$ cat config.mk
export PLATFORM = sky130hd
export DESIGN_NAME = param_synch_fifo
export DESIGN_NICKNAME = d
export VERILOG_FILES = /design/src/rtl/pcs_fifo_pkg.sv /design/src/rtl/param_fifo_mem.sv /design/src/rtl/param_synch_fifo.sv
export SDC_FILE = /design/constraint.sdc
export NUM_CORES = 1
export LEC_CHECK = 0
export ABC_AREA = 1
export CAP_MARGIN = 20
export CORE_ASPECT_RATIO = 1.4
export CORE_MARGIN = 10
export CORE_UTILIZATION = 30
export CTS_CLUSTER_DIAMETER = 60
export CTS_CLUSTER_SIZE = 24
export DETAILED_ROUTE_END_ITERATION = 16
export DONT_BUFFER_PORTS = 1
export PLACE_DENSITY_LB_ADDON = 0.05
export SLEW_MARGIN = 20
export SYNTH_ARGS = -nofsm -noshare
export SYNTH_HDL_FRONTEND = slang
export SYNTH_SLANG_ARGS = --single-unit
export TNS_END_PERCENT = 100
$ cat constraint.sdc
create_clock -name clock -period 2.03 [get_ports clock]
set_clock_uncertainty 0.05 [all_clocks]
set_input_delay 0 -clock clock [delete_from_list [all_inputs] [get_ports clock]]
set_output_delay 0 -clock clock [all_outputs]
set_load 0.01 [all_outputs]
$ cat src/rtl/pcs_fifo_pkg.sv
// Shared definitions for the PCS FIFO family: read-mode constants and a
// constant-foldable ceil(log2) used to size pointers and the fill level.
package pcs_fifo_pkg;

    localparam int unsigned FIFO_STD  = 0;
    localparam int unsigned FIFO_FWFT = 1;

    // Smallest r with 2**r >= v; returns 0 for v <= 1.
    function automatic int unsigned clog2(input int unsigned v);
        int unsigned r;
        r = 0;
        for (int unsigned i = 0; i < 32; i++) begin
            if ((32'd1 << i) < v) begin
                r = i + 1;
            end
        end
        return r;
    endfunction

endpackage

$ cat src/rtl/param_fifo_mem.sv
// WIDTH x DEPTH register array: one synchronous write port, one
// asynchronous read port. Contents are deliberately not reset.
module param_fifo_mem
    import pcs_fifo_pkg::*;
#(
    parameter int unsigned WIDTH = 10,
    parameter int unsigned DEPTH = 8,
    parameter int unsigned AW    = clog2(DEPTH)
) (
    input  logic             clock,
    input  logic             wr_en,
    input  logic [AW-1:0]    wr_addr,
    input  logic [WIDTH-1:0] wr_data,
    input  logic [AW-1:0]    rd_addr,
    output logic [WIDTH-1:0] rd_data
);

    logic [WIDTH-1:0] r_mem [DEPTH];

    always_ff @(posedge clock) begin
        if (wr_en) begin
            r_mem[wr_addr] <= wr_data;
        end
    end

    assign rd_data = r_mem[rd_addr];

endmodule

$ cat src/rtl/param_synch_fifo.sv
// Single-clock FIFO for PCS code-group buffering: arbitrary depth, programmable
// almost-empty/almost-full, standard or first-word-fall-through read mode.
module param_synch_fifo
    import pcs_fifo_pkg::*;
#(
    parameter int unsigned WIDTH         = 10,
    parameter int unsigned DEPTH         = 8,
    parameter int unsigned AEMPTY_THRESH = 1,
    parameter int unsigned AFULL_THRESH  = 6,
    parameter int unsigned FWFT          = FIFO_STD
) (
    input  logic                           clock,
    input  logic                           reset,
    input  logic                           clear,
    input  logic [WIDTH-1:0]               data_in,
    input  logic                           write_en,
    input  logic                           read_en,
    output logic [WIDTH-1:0]               data_out,
    output logic                           dout_valid,
    output logic                           fifo_empty,
    output logic                           fifo_aempty,
    output logic                           fifo_afull,
    output logic                           fifo_full,
    output logic [clog2(DEPTH+1)-1:0]      fill_level,
    output logic                           overflow,
    output logic                           underflow,
    output logic                           error_sticky
);

    localparam int unsigned AW = clog2(DEPTH);
    localparam int unsigned LW = clog2(DEPTH + 1);

    logic [AW-1:0]    r_wr_ptr;
    logic [AW-1:0]    r_rd_ptr;
    logic [LW-1:0]    r_level;
    logic [WIDTH-1:0] r_dout;
    logic             r_dout_valid;
    logic             r_overflow;
    logic             r_underflow;
    logic             r_error;

    logic             w_empty;
    logic             w_full;
    logic             w_rd_ok;
    logic             w_wr_ok;
    logic [WIDTH-1:0] w_rd_data;

    // Explicit wrap so non-power-of-2 depths work.
    function automatic logic [AW-1:0] ptr_inc(input logic [AW-1:0] p);
        return (p == AW'(DEPTH - 1)) ? '0 : p + AW'(1);
    endfunction

    assign w_empty = (r_level == '0);
    assign w_full  = (r_level == LW'(DEPTH));
    assign w_rd_ok = read_en & ~w_empty;
    assign w_wr_ok = write_en & (~w_full | w_rd_ok);

    param_fifo_mem #(
        .WIDTH (WIDTH),
        .DEPTH (DEPTH),
        .AW    (AW)
    ) u_mem (
        .clock   (clock),
        .wr_en   (w_wr_ok & ~reset & ~clear),
        .wr_addr (r_wr_ptr),
        .wr_data (data_in),
        .rd_addr (r_rd_ptr),
        .rd_data (w_rd_data)
    );

    // Pointers, level, standard-mode output register and error reporting.
    always_ff @(posedge clock) begin
        if (reset || clear) begin
            r_wr_ptr     <= '0;
            r_rd_ptr     <= '0;
            r_level      <= '0;
            r_dout       <= '0;
            r_dout_valid <= 1'b0;
            r_overflow   <= 1'b0;
            r_underflow  <= 1'b0;
            r_error      <= 1'b0;
        end else begin
            if (w_wr_ok) begin
                r_wr_ptr <= ptr_inc(r_wr_ptr);
            end
            if (w_rd_ok) begin
                r_rd_ptr <= ptr_inc(r_rd_ptr);
                r_dout   <= w_rd_data;
            end
            r_dout_valid <= w_rd_ok;
            if (w_wr_ok && !w_rd_ok) begin
                r_level <= r_level + LW'(1);
            end else if (w_rd_ok && !w_wr_ok) begin
                r_level <= r_level - LW'(1);
            end
            r_overflow  <= write_en & ~w_wr_ok;
            r_underflow <= read_en & ~w_rd_ok;
            if ((write_en && !w_wr_ok) || (read_en && !w_rd_ok)) begin
                r_error <= 1'b1;
            end
        end
    end

    // FWFT presents the head word directly; standard mode uses the register.
    assign data_out   = (FWFT == FIFO_FWFT) ? w_rd_data : r_dout;
    assign dout_valid = (FWFT == FIFO_FWFT) ? ~w_empty  : r_dout_valid;

    assign fifo_empty   = w_empty;
    assign fifo_full    = w_full;
    assign fifo_aempty  = (r_level <= LW'(AEMPTY_THRESH));
    assign fifo_afull   = (r_level >= LW'(AFULL_THRESH));
    assign fill_level   = r_level;
    assign overflow     = r_overflow;
    assign underflow    = r_underflow;
    assign error_sticky = r_error;

endmodule

==> qor.txt <==
GRT
--------------------------------------------------------------------------------------
Vias in the first global route                                                   3,017
Initial antenna violation count                                                      1
Global-route wire length before repair                                    18,100 microns
GRT Residual Overflow                                                                0
Pin count of the biggest net entering global routing                                33
Total routing resource utilization after global routing                          12.2%

CTS
--------------------------------------------------------------------------------------
TritonCTS sink count                                                               104
Clock tree from TritonCTS                                                        built
Worst-path clk slew                                                            0.07 ns
H-Tree Depth                                                                         3
Insertion delay of the later-clocked pin in the worst-skew pair                0.35 ns
Root buf cell                                                             sky130_fd_sc_hd__clkbuf_16
Setup Buffers After CTS                                                              0
Number of buffers on the longest clock path                                          2
Number of buffers added by the clock tree synthesis step                             9

LAYOUT
--------------------------------------------------------------------------------------
Filler Cells Inserted                                                            1,525
Nets                                                                               515
Synthesis-to-finish area growth                                                  18.2%
Core Util, Final                                                                 35.9%
Layout cells sized above 1                                                       13.7%

LOGIC SYNTHESIS
--------------------------------------------------------------------------------------
Commonest cells in the netlist                                            116 x sky130_fd_sc_hd__nand2_1, 80 x sky130_fd_sc_hd__edfxtp_1, 73 x sky130_fd_sc_hd__inv_1
Number of flip-flops and latches in the synthesized netlist                        104
Fraction of synthesized cell area taken by the top area cell type                53.0%
Post-Syn Area                                                               4530 sq um
Mean instance size in the synthesized netlist                               9.96 sq um
Instance count of the mapped netlist                                               455
Most instantiated flip-flop cell in the synthesis netlist                 sky130_fd_sc_hd__edfxtp_1
Number of synthesized flops with an enable pin                                      80
Cell types occupying the most area after synthesis                        sky130_fd_sc_hd__edfxtp_1 53%, sky130_fd_sc_hd__dfxtp_1 11%, sky130_fd_sc_hd__nand2_1 9.6%
Area leader, netlist                                                      sky130_fd_sc_hd__edfxtp_1
Sequential element share of the synthesized area                                 63.6%
Most instantiated library cell after synthesis                            sky130_fd_sc_hd__nand2_1
FFs w/ async S/R, synth                                                             0%
Number of distinct standard cells referenced by the synthesized netlist             27
Synthesized net count                                                              480
Synthesis warning total                                                              0

CRITICAL PATH
--------------------------------------------------------------------------------------
Critical path startpoint category                                           input port
Critical path class                                                             in2reg
Required time at the worst-slack endpoint                                      2.04 ns
Crit path DAT                                                                  1.99 ns
Reg-to-reg slack, setup                                                        0.17 ns
Worst R2R End                                                             fill_level[2]
Worst reg2reg path startpoint                                             fill_level[0]
CP Max Fanout                                                                       10
Depth of the worst register-to-register path                                        12
CP endpoint kind                                                                  flop

ROUTING
--------------------------------------------------------------------------------------
Detailed-routing iteration count for the pre-antenna-repair pass                     4
DR DRC count                                                                         0
Average wire per standard cell                                            17.1 microns
Routed Antenna Nets                                                                  0
Routed via count                                                                 3,046
Vias per cell                                                                     4.43
Initial drt markers                                                                134
Wirelength, routed                                                        11,700 microns

STA
--------------------------------------------------------------------------------------
Final critical-path share of the clock period                                    97.2%
Fmax achieved                                                                  507 MHz
Tightest slew margin relative to the limit                                       62.9%
Fin Setup TNS                                                                     0 ns
Unrepaired setup endpoints after global routing                                   true
Count of endpoints failing setup in the final report                                 0
Number of max-slew violations in the final report                                    0
Final Critical Period                                                          1.97 ns
Transition time of the tightest slew-check pin                                0.556 ns
Hold Fails Final Rpt                                                                 0

WORST HOLD PATH
--------------------------------------------------------------------------------------
Startpoint of the most critical hold path                                        reset
Min-delay worst type                                                            in2reg
Hold Path Depth                                                                      4
Hold EP                                                                    data_out[9]

PWR
--------------------------------------------------------------------------------------
Worst supply voltage drop on vdd                                            0.000341 V
Power density over the cells                                               846 nW/um^2
Leakage power of the design                                                    2.19 nW

OUTCOME
--------------------------------------------------------------------------------------
Status                                                                       completed

PLACE
--------------------------------------------------------------------------------------
Detailed Place HPWL                                                       7640 microns
Final estimated routing congestion in global placement                           0.720
Port buffer count                                                                    0

FLOORPLAN
--------------------------------------------------------------------------------------
Placeable Area                                                            14,900 sq um
Die span in y                                                              165 microns
Std-Cell Rows                                                                       53
Boundary pin count                                                                  37
Initial core utilization                                                         30.4%
Total Die Area                                                            20,500 sq um
Horiz. Die Dim                                                             124 microns

FLOW RUN
--------------------------------------------------------------------------------------
Reported max-cap violation count                                                     0

worst max-delay path by stage:
stage / to / from / cells past startpoint / slack, ns
floorplan: u_mem.r_mem[0][0] / fill_level[0] / 9 / -0.007
global placement: fill_level[2] / fill_level[0] / 12 / 0.13
detailed placement: fill_level[2] / fill_level[0] / 12 / 0.10
CTS: u_mem.r_mem[7][0] / clear / 7 / 0.03
global route: u_mem.r_mem[7][0] / clear / 7 / -0.02
finish: u_mem.r_mem[7][2] / clear / 7 / 0.06
registers in the layout, summed over array words and instances (netlist names):
| name | count |
|---|---|
| u_mem.r_mem | 80 |
| error_sticky | 1 |
| underflow | 1 |
| data_out | 10 |
| r_rd_ptr | 3 |
| r_wr_ptr | 3 |
| fill_level | 4 |
| dout_valid | 1 |
| overflow | 1 |
where the power goes:
part / internal, mW / switching (mW)
registers: 2.32 / 0.0287
logic: 0.166 / 0.310
clock network: 0.952 / 0.754
total: 3.44 / 1.09
cells in the final DEF (no fill, tap or decap), types with 8 or more instances in the layout:
cell / synthesis / final
sky130_fd_sc_hd__a21oi_1: 14 / 14
sky130_fd_sc_hd__dlygate4sd3_1: 0 / 14
sky130_fd_sc_hd__dfxtp_1: 24 / 22
sky130_fd_sc_hd__clkbuf_16: 0 / 9
sky130_fd_sc_hd__ha_1: 10 / 8
sky130_fd_sc_hd__nand3_1: 62 / 62
sky130_fd_sc_hd__nand2_1: 116 / 116
sky130_fd_sc_hd__nor2_1: 22 / 18
sky130_fd_sc_hd__inv_1: 73 / 73
sky130_fd_sc_hd__buf_4: 1 / 24
sky130_fd_sc_hd__edfxtp_1: 80 / 80
sky130_fd_sc_hd__o21ai_0: 11 / 11
kinds of logic (layout without fill, tap and decap cells):
logic type | count (synthesis) | in the layout | synth area share (%)
xor+xnor | 1 | 1 | 0.193
fa+ha+maj | 10 | 10 | 2.76
other cells | 0 | 1 | 0
flops | 104 | 104 | 63.6
compound gates | 32 | 32 | 4.03
simple gates | 212 | 212 | 20.3
buf+inv | 96 | 136 | 9.16
per-stage QoR:
stage	hold WS [ns]	setup WS [ns]	power (mW)	instances	area [sq um]
finish	0.0621	0.0560	4.53	688	5360
global route	0.0925	-0.0165	4.75	688	5360
CTS	0.0555	0.0267	4.61	687	5340
detailed placement	0.0495	0.102	2.84	657	4910
global placement	0.0496	0.131	2.84	657	4910
floorplan	0.0489	-0.00662	2.70	455	4540
final cells by class:
cell class	instances	area [sq um]	share of cell area, %
diodes	1	2.50	0.0467
clock buffers	12	236	4.41
clock inverters	4	46.3	0.864
inverters	77	297	5.53
multi-input cells	255	1250	23.3
flip-flops and latches	104	2890	53.8
well taps	192	240	4.48
repair buffers	43	403	7.52
critical path: stages:
cell and delay (ns):
sky130_fd_sc_hd__dlygate4sd3_1 0.53, sky130_fd_sc_hd__nor2_1 0.15, sky130_fd_sc_hd__dlygate4sd3_1 0.58, sky130_fd_sc_hd__buf_4 0.18, sky130_fd_sc_hd__nand3_2 0.16, sky130_fd_sc_hd__nor2_2 0.18
sky130_fd_sc_hd__buf_4 0.21
timing repair:
action                     CTS  global route
hold buffers                14             0
gates resized for setup      0             7
setup endpoints to repair    0            25
hold endpoints to repair    92             0
per-layer routing:
layer | track usage (%) | share of wire [%]
met4 | 4.88 | 1.5
met5 | 0 | 0
met1 | 14.5 | 43
met2 | 20.1 | 49
met3 | 3.40 | 6.2
Note: power is estimated with default switching activity, not from simulation.
